**config.mk**
```make
export PLATFORM = sky130hd
export DESIGN_NAME = serial_addsub
export DESIGN_NICKNAME = d
export VERILOG_FILES = /design/src/rtl/serial_addsub.sv
export SDC_FILE = /design/constraint.sdc
export NUM_CORES = 1
export LEC_CHECK = 0
export CAP_MARGIN = 20
export CORE_MARGIN = 10
export CORE_UTILIZATION = 50
export CTS_CLUSTER_DIAMETER = 150
export DETAILED_ROUTE_END_ITERATION = 7
export PLACE_DENSITY = 0.78
export SETUP_SLACK_MARGIN = 0.05
export SLEW_MARGIN = 5
export SYNTH_ARGS = -nofsm -noshare
export SYNTH_HDL_FRONTEND = slang
export SYNTH_SLANG_ARGS = --single-unit
```
**constraint.sdc**
```tcl
create_clock -name clk -period 1.57 [get_ports clk]
set_input_delay 0.3925 -clock clk [delete_from_list [all_inputs] [get_ports clk]]
set_output_delay 0.3925 -clock clk [all_outputs]
set_load 0.03 [all_outputs]
```
**src/rtl/serial_addsub.sv**
```systemverilog
// Digit-serial adder/subtractor: a WIDTH-bit operand pair is processed DIGIT bits per
// cycle, LSB digit first, through a DIGIT-bit ripple chain linked by a registered carry.
module serial_addsub #(
  parameter int WIDTH = 8,
  parameter int DIGIT = 1
) (
  input  logic             clk,
  input  logic             rst,
  input  logic             start,
  input  logic             sub,
  input  logic [WIDTH-1:0] a,
  input  logic [WIDTH-1:0] b,
  input  logic             cin,
  output logic             busy,
  output logic             done,
  output logic [WIDTH-1:0] sum,
  output logic             cout,
  output logic             ovf
);

  localparam int N  = WIDTH / DIGIT;
  localparam int CW = (N > 1) ? $clog2(N) : 1;

  typedef enum logic [1:0] {IDLE, RUN, DONE} state_t;

  state_t           state_q, state_d;
  logic [CW-1:0]    cnt_q, cnt_d;
  logic [WIDTH-1:0] opa_q, opa_d;
  logic [WIDTH-1:0] opb_q, opb_d;
  logic [WIDTH-1:0] res_q, res_d;
  logic             carry_q, carry_d;
  logic [WIDTH-1:0] sum_q, sum_d;
  logic             cout_q, cout_d;
  logic             ovf_q, ovf_d;

  // Digit datapath: the low DIGIT bits of the shifting operand registers.
  logic [DIGIT-1:0] dsum;
  logic             digit_cout;
  logic             digit_cmsb;
  logic             c;

  always_comb begin
    dsum       = '0;
    digit_cmsb = 1'b0;
    c          = carry_q;
    for (int i = 0; i < DIGIT; i++) begin
      if (i == DIGIT - 1) digit_cmsb = c;
      dsum[i] = opa_q[i] ^ opb_q[i] ^ c;
      c       = (opa_q[i] & opb_q[i]) | (c & (opa_q[i] ^ opb_q[i]));
    end
    digit_cout = c;
  end

  // NOTE: every variable gets a default before the case so no path can infer a latch.
  always_comb begin
    state_d = state_q;
    cnt_d   = cnt_q;
    opa_d   = opa_q;
    opb_d   = opb_q;
    res_d   = res_q;
    carry_d = carry_q;
    sum_d   = sum_q;
    cout_d  = cout_q;
    ovf_d   = ovf_q;

    unique case (state_q)
      IDLE, DONE: begin
        if (start) begin
          opa_d   = a;
          opb_d   = sub ? ~b : b;
          carry_d = cin ^ sub;
          cnt_d   = '0;
          state_d = RUN;
        end else if (state_q == DONE) begin
          state_d = IDLE;
        end
      end
      RUN: begin
        opa_d                  = opa_q >> DIGIT;
        opb_d                  = opb_q >> DIGIT;
        res_d                  = res_q >> DIGIT;
        res_d[WIDTH-1 -: DIGIT] = dsum;
        carry_d                = digit_cout;
        cnt_d                  = cnt_q + 1'b1;
        if (cnt_q == CW'(N - 1)) begin
          // Final digit carries the MSB, so its chain supplies both flags.
          sum_d   = res_d;
          cout_d  = digit_cout;
          ovf_d   = digit_cmsb ^ digit_cout;
          state_d = DONE;
        end
      end
      default: state_d = IDLE;
    endcase
  end

  // NOTE: state registers use non-blocking assignments so all of them update together.
  always_ff @(posedge clk) begin
    if (rst) begin
      state_q <= IDLE;
      cnt_q   <= '0;
      opa_q   <= '0;
      opb_q   <= '0;
      res_q   <= '0;
      carry_q <= 1'b0;
      sum_q   <= '0;
      cout_q  <= 1'b0;
      ovf_q   <= 1'b0;
    end else begin
      state_q <= state_d;
      cnt_q   <= cnt_d;
      opa_q   <= opa_d;
      opb_q   <= opb_d;
      res_q   <= res_d;
      carry_q <= carry_d;
      sum_q   <= sum_d;
      cout_q  <= cout_d;
      ovf_q   <= ovf_d;
    end
  end

  assign busy = (state_q == RUN);
  assign done = (state_q == DONE);
  assign sum  = sum_q;
  assign cout = cout_q;
  assign ovf  = ovf_q;

endmodule

```
==> summary by stage <==
Run status
The flow ran to the end, and the final reports show no timing, DRC or antenna violations.

Place
The half-perimeter wire length after placement is 2.494 mm. The number of port buffers is 32. The minimum setup slack after placement is 0.02274 ns. The standard cell area after detailed placement is 0.001964 mm2. The congestion estimate from routability-driven global placement came to 0.7718.

Logic synthesis
The cell area that synthesis handed to floorplanning was 0.001629 mm2. After synthesis, the most frequently instantiated cells are 39 x sky130_fd_sc_hd__dfxtp_1, 36 x sky130_fd_sc_hd__a21oi_1, 36 x sky130_fd_sc_hd__nand2_1. The number of enable-type register cells in the synthesized netlist is 0. The most repeated cell in the gate-level netlist after synthesis is sky130_fd_sc_hd__dfxtp_1. The portion of the post-synthesis area used by sequential elements is 47.93%. Sorting the synthesized cells by area gives the leading types as sky130_fd_sc_hd__dfxtp_1 48%, sky130_fd_sc_hd__a21oi_1 11%, sky130_fd_sc_hd__nand2_1 8.3%.

Among all flip-flop cells after synthesis, the most frequent one is sky130_fd_sc_hd__dfxtp_1. The netlist uses 23 different library cells. During synthesis, Yosys emitted a total of 0 warnings. After synthesis, the share of flip-flops with an asynchronous set or reset is 0%. The average size of a mapped cell is 8.712 um2. The post-synthesis instance total is 187. After synthesis, the largest area contributor takes up 47.93% of total cell area. The synthesized design contains 39 register bits. The biggest area consumer among synthesized cells is sky130_fd_sc_hd__dfxtp_1.

Synthesis produced a netlist with a net count of 211.

CTS
The level count of the clock H-tree is 2. The number of buffers inserted during clock tree synthesis is 5. The clock tree root driver cell is sky130_fd_sc_hd__clkbuf_4. After clock tree synthesis, the clock-pin slew on the worst setup and hold paths is 0.11 ns. Counting along the longest clock path gives a buffer depth of 2. The clock drives 39 sinks. TritonCTS built the clock tree. The number of hold-repair buffers added at the cts stage is 0. The later pin in the worst-skew pair is clocked with a latency of 0.36 ns.

Timing
The highest clock rate is 686.2 MHz. The clock period minus final worst setup slack is 1.457 ns. The total negative setup slack is 0 ns. Setup violations remaining at the end of the flow were counted as 0. The post-route worst hold slack is 0.4594 ns. Setup repair after global routing could not meet its margin everywhere.

The setup clock skew after layout is 0.006713 ns. The final-report hold violation count is 0. The worst setup margin is 0.1127 ns. The part of the cycle the worst path needs is 92.82%. Measured against its own limit, the worst slew margin works out to 75.15%. The number of max-slew violations in the final report is 0. The actual slew at the worst max-slew pin is 0.3716 ns.

Critical path
Traced cell by cell, the critical path runs through clkdlybuf4s15_1. Among cell families on the critical path, the largest total delay comes from buffers and inverters. The critical path class is register to output port. The worst setup path is captured at an output port.

At the worst endpoint, the arrival time is 1.06 ns. The worst endpoint required time is 1.18 ns. The largest single stage delay on the critical path is 0.37 ns.

The critical path startpoint category is a register. The number of buffer and inverter instances along the worst setup path is 1. The largest individual stage delay along the critical path comes from the cell sky130_fd_sc_hd__clkdlybuf4s15_1. The top fanout value on the critical path is 2.

Floorplanning
After floorplanning, the core was divided into 20 placement rows. The die is 77.08 um wide. The floorplan step set the die height to 77.08 um. 33 I/O pins were placed. The die covers 0.005941 mm2. Once the floorplan was initialized, standard cells occupied 52.93% of the core.

The core outline area is 0.003078 mm2.

Global route
For this run, the total global-route usage over all layers was measured as 12.44%. The largest net degree at the start of global routing is 40. In this run the most used layer during global routing was met2. The via count of the first global-routing pass is 1,381. The global-route wire length before repair is 6.147 mm.

The global-route met1 utilization is 12.91%. The global route total overflow is 0. For met2 alone, demand over resource in global routing was 20.83%. The number of antenna violations at the first check in global routing is 0. Global routing used 6.760% of the available met3 tracks.

Layout
With fillers left out, the area of the finished cells amounts to 0.001998 mm2. The sequential cell area is 783.3 um2. 0 antenna diodes ended up in the layout. The area growth from synthesis to layout is 22.66%. The multi-input combinational cells in the finished layout cover a total of 743.2 um2. The post-route netlist has 14.48% of its cells at a drive strength greater than 1. At the end of the flow, the number of nets in the layout was 244. The layout has 283 filler cells.

Detailed routing
The DRC violations left is 0. The detailed router placed 1,391 vias in this run. The remaining number of nets flagged by the antenna check after routing is 0.

The via count normalized by instance count is 5.249. The first detailed-routing pass took 4 iterations. Summed over all layers, the routed wires come to 3.511 mm.

In the final routed layout, each cell accounts on average for 13.25 um. The initial DRC count is 114.

Hold path
The worst hold path belongs to the class register to register.

Power
Summed over all cells, the static leakage comes to 0.7379 nW. In this run the power density over the cells is 917.1 mW/mm2. The peak supply drop is 0.0005722 V.

Flow run
The max-cap violation count is 0.
==> cells by family after synthesis <==
kind of cell / Yosys count / synth area share (%)
and+or+nand+nor: 66 / 18.20
AOI/OAI and AO/OA: 53 / 18.89
DFF: 39 / 47.93
buffers and inverters: 16 / 6.835
xor gates and xnor gates: 10 / 5.377
adders and majority gates: 3 / 2.765
==> layout by cell type (no fill, tap or decap) <==
master                            synthesis  layout
sky130_fd_sc_hd__clkbuf_2                 0       9
sky130_fd_sc_hd__and3b_2                  0       1
sky130_fd_sc_hd__clkdlybuf4s15_1          0       1
sky130_fd_sc_hd__dfxtp_2                  0       2
sky130_fd_sc_hd__nand2b_1                 2       2
sky130_fd_sc_hd__xor2_1                   9       9
sky130_fd_sc_hd__clkdlybuf4s50_1          0      20
sky130_fd_sc_hd__nand2b_4                 0       1
sky130_fd_sc_hd__buf_6                    3       1
sky130_fd_sc_hd__dfxtp_1                 39      37
sky130_fd_sc_hd__o21a_1                   1       1
sky130_fd_sc_hd__xnor2_1                  1       1
sky130_fd_sc_hd__inv_6                    0       1
sky130_fd_sc_hd__nand3_1                 20      20
sky130_fd_sc_hd__clkbuf_1                 2       1
sky130_fd_sc_hd__clkbuf_4                 0       5
sky130_fd_sc_hd__ha_1                     2       2
sky130_fd_sc_hd__nor2b_1                  2       2
sky130_fd_sc_hd__a22oi_1                 15      15
sky130_fd_sc_hd__nor2_1                   3       3
sky130_fd_sc_hd__fa_1                     1       1
sky130_fd_sc_hd__buf_4                    7       9
sky130_fd_sc_hd__clkinvlp_4               0       1
sky130_fd_sc_hd__buf_12                   0       1
sky130_fd_sc_hd__nand3b_1                 1       1
sky130_fd_sc_hd__a211oi_1                 1       1
sky130_fd_sc_hd__clkinv_2                 0       1
sky130_fd_sc_hd__nand2_1                 36      36
sky130_fd_sc_hd__a21oi_1                 36      36
==> timing repair <==
item / 4_1_cts / 5_1_grt
buffers inserted: 1 / 0
setup endpoints to repair: 11 / 21
pin swaps: 0 / 0
resized for setup: 13 / 23
==> worst register-to-register path: cells and delay by family, from the launching register on <==
| kind | cells | cell delay (ns) |
|---|---|---|
| adders and majority gates | 2 | 0.41 |
| AOI/OAI and AO/OA | 1 | 0.15 |
| and+or+nand+nor | 2 | 0.40 |
| DFF | 1 | 0.34 |
==> final timing paths <==
kind / slack, ns / to / cells after the start / from
max: 0.11 / sum[1] / 1 / sum[1]$_SDFFE_PP0P_
min: 0.46 / sum[5]$_SDFFE_PP0P_ / 2 / sum[5]$_SDFFE_PP0P_
max reg2reg: 0.22 / sum[2]$_SDFFE_PP0P_ / 5 / cnt_q[0]$_SDFFE_PP0P_
min reg2reg: 0.46 / sum[5]$_SDFFE_PP0P_ / 2 / sum[5]$_SDFFE_PP0P_
==> area by class of cell <==
class                      count  share of cell area (%)
clock buffer                   6                   2.066
multi-input combinational    132                   37.19
inverter                       1                  0.4383
sequential                    39                   39.20
timing repair buffer          41                   17.72
clock inverter                 2                  0.6262
tap                           44                   2.755
==> flip-flops by register name, indices dropped and copies added, names as in the netlist <==
register and flops:
ovf 1, opb_q 8, opa_q 8, cnt_q 3, cout 1, res_q 7, sum 8, state_q 2
carry_q 1
==> routing by layer <==
metal / part of all wire, % / wire [um] / vias to the layer above
met5: 0 / 0 / -
met4: 1.5 / 53 / 0
met3: 6.4 / 225 / 5
met2: 48 / 1687 / 39
met1: 44 / 1544 / 637
li1: - / - / 710
==> through the flow <==
| step | std cells | util (%) | total power, mW |
|---|---|---|---|
| 4_1_cts | 265 | 65.69 | 1.844 |
| 2_1_floorplan | 187 | - | 1.247 |
| 6_report | 265 | 64.92 | 1.833 |
| 3_3_place_gp | 256 | 63.82 | 1.324 |
| 3_5_place_dp | 256 | 63.82 | 1.337 |
| 5_1_grt | 265 | 64.92 | 1.931 |
==> report_power, final <==
part	switching, mW	leakage (nW)	total, mW	internal [mW]
clock	0.336	0.0282	0.509	0.173
sequential	0.0277	0.318	1.06	1.03
combinational	0.136	0.391	0.266	0.130
Note: power is estimated with default switching activity, not from simulation.
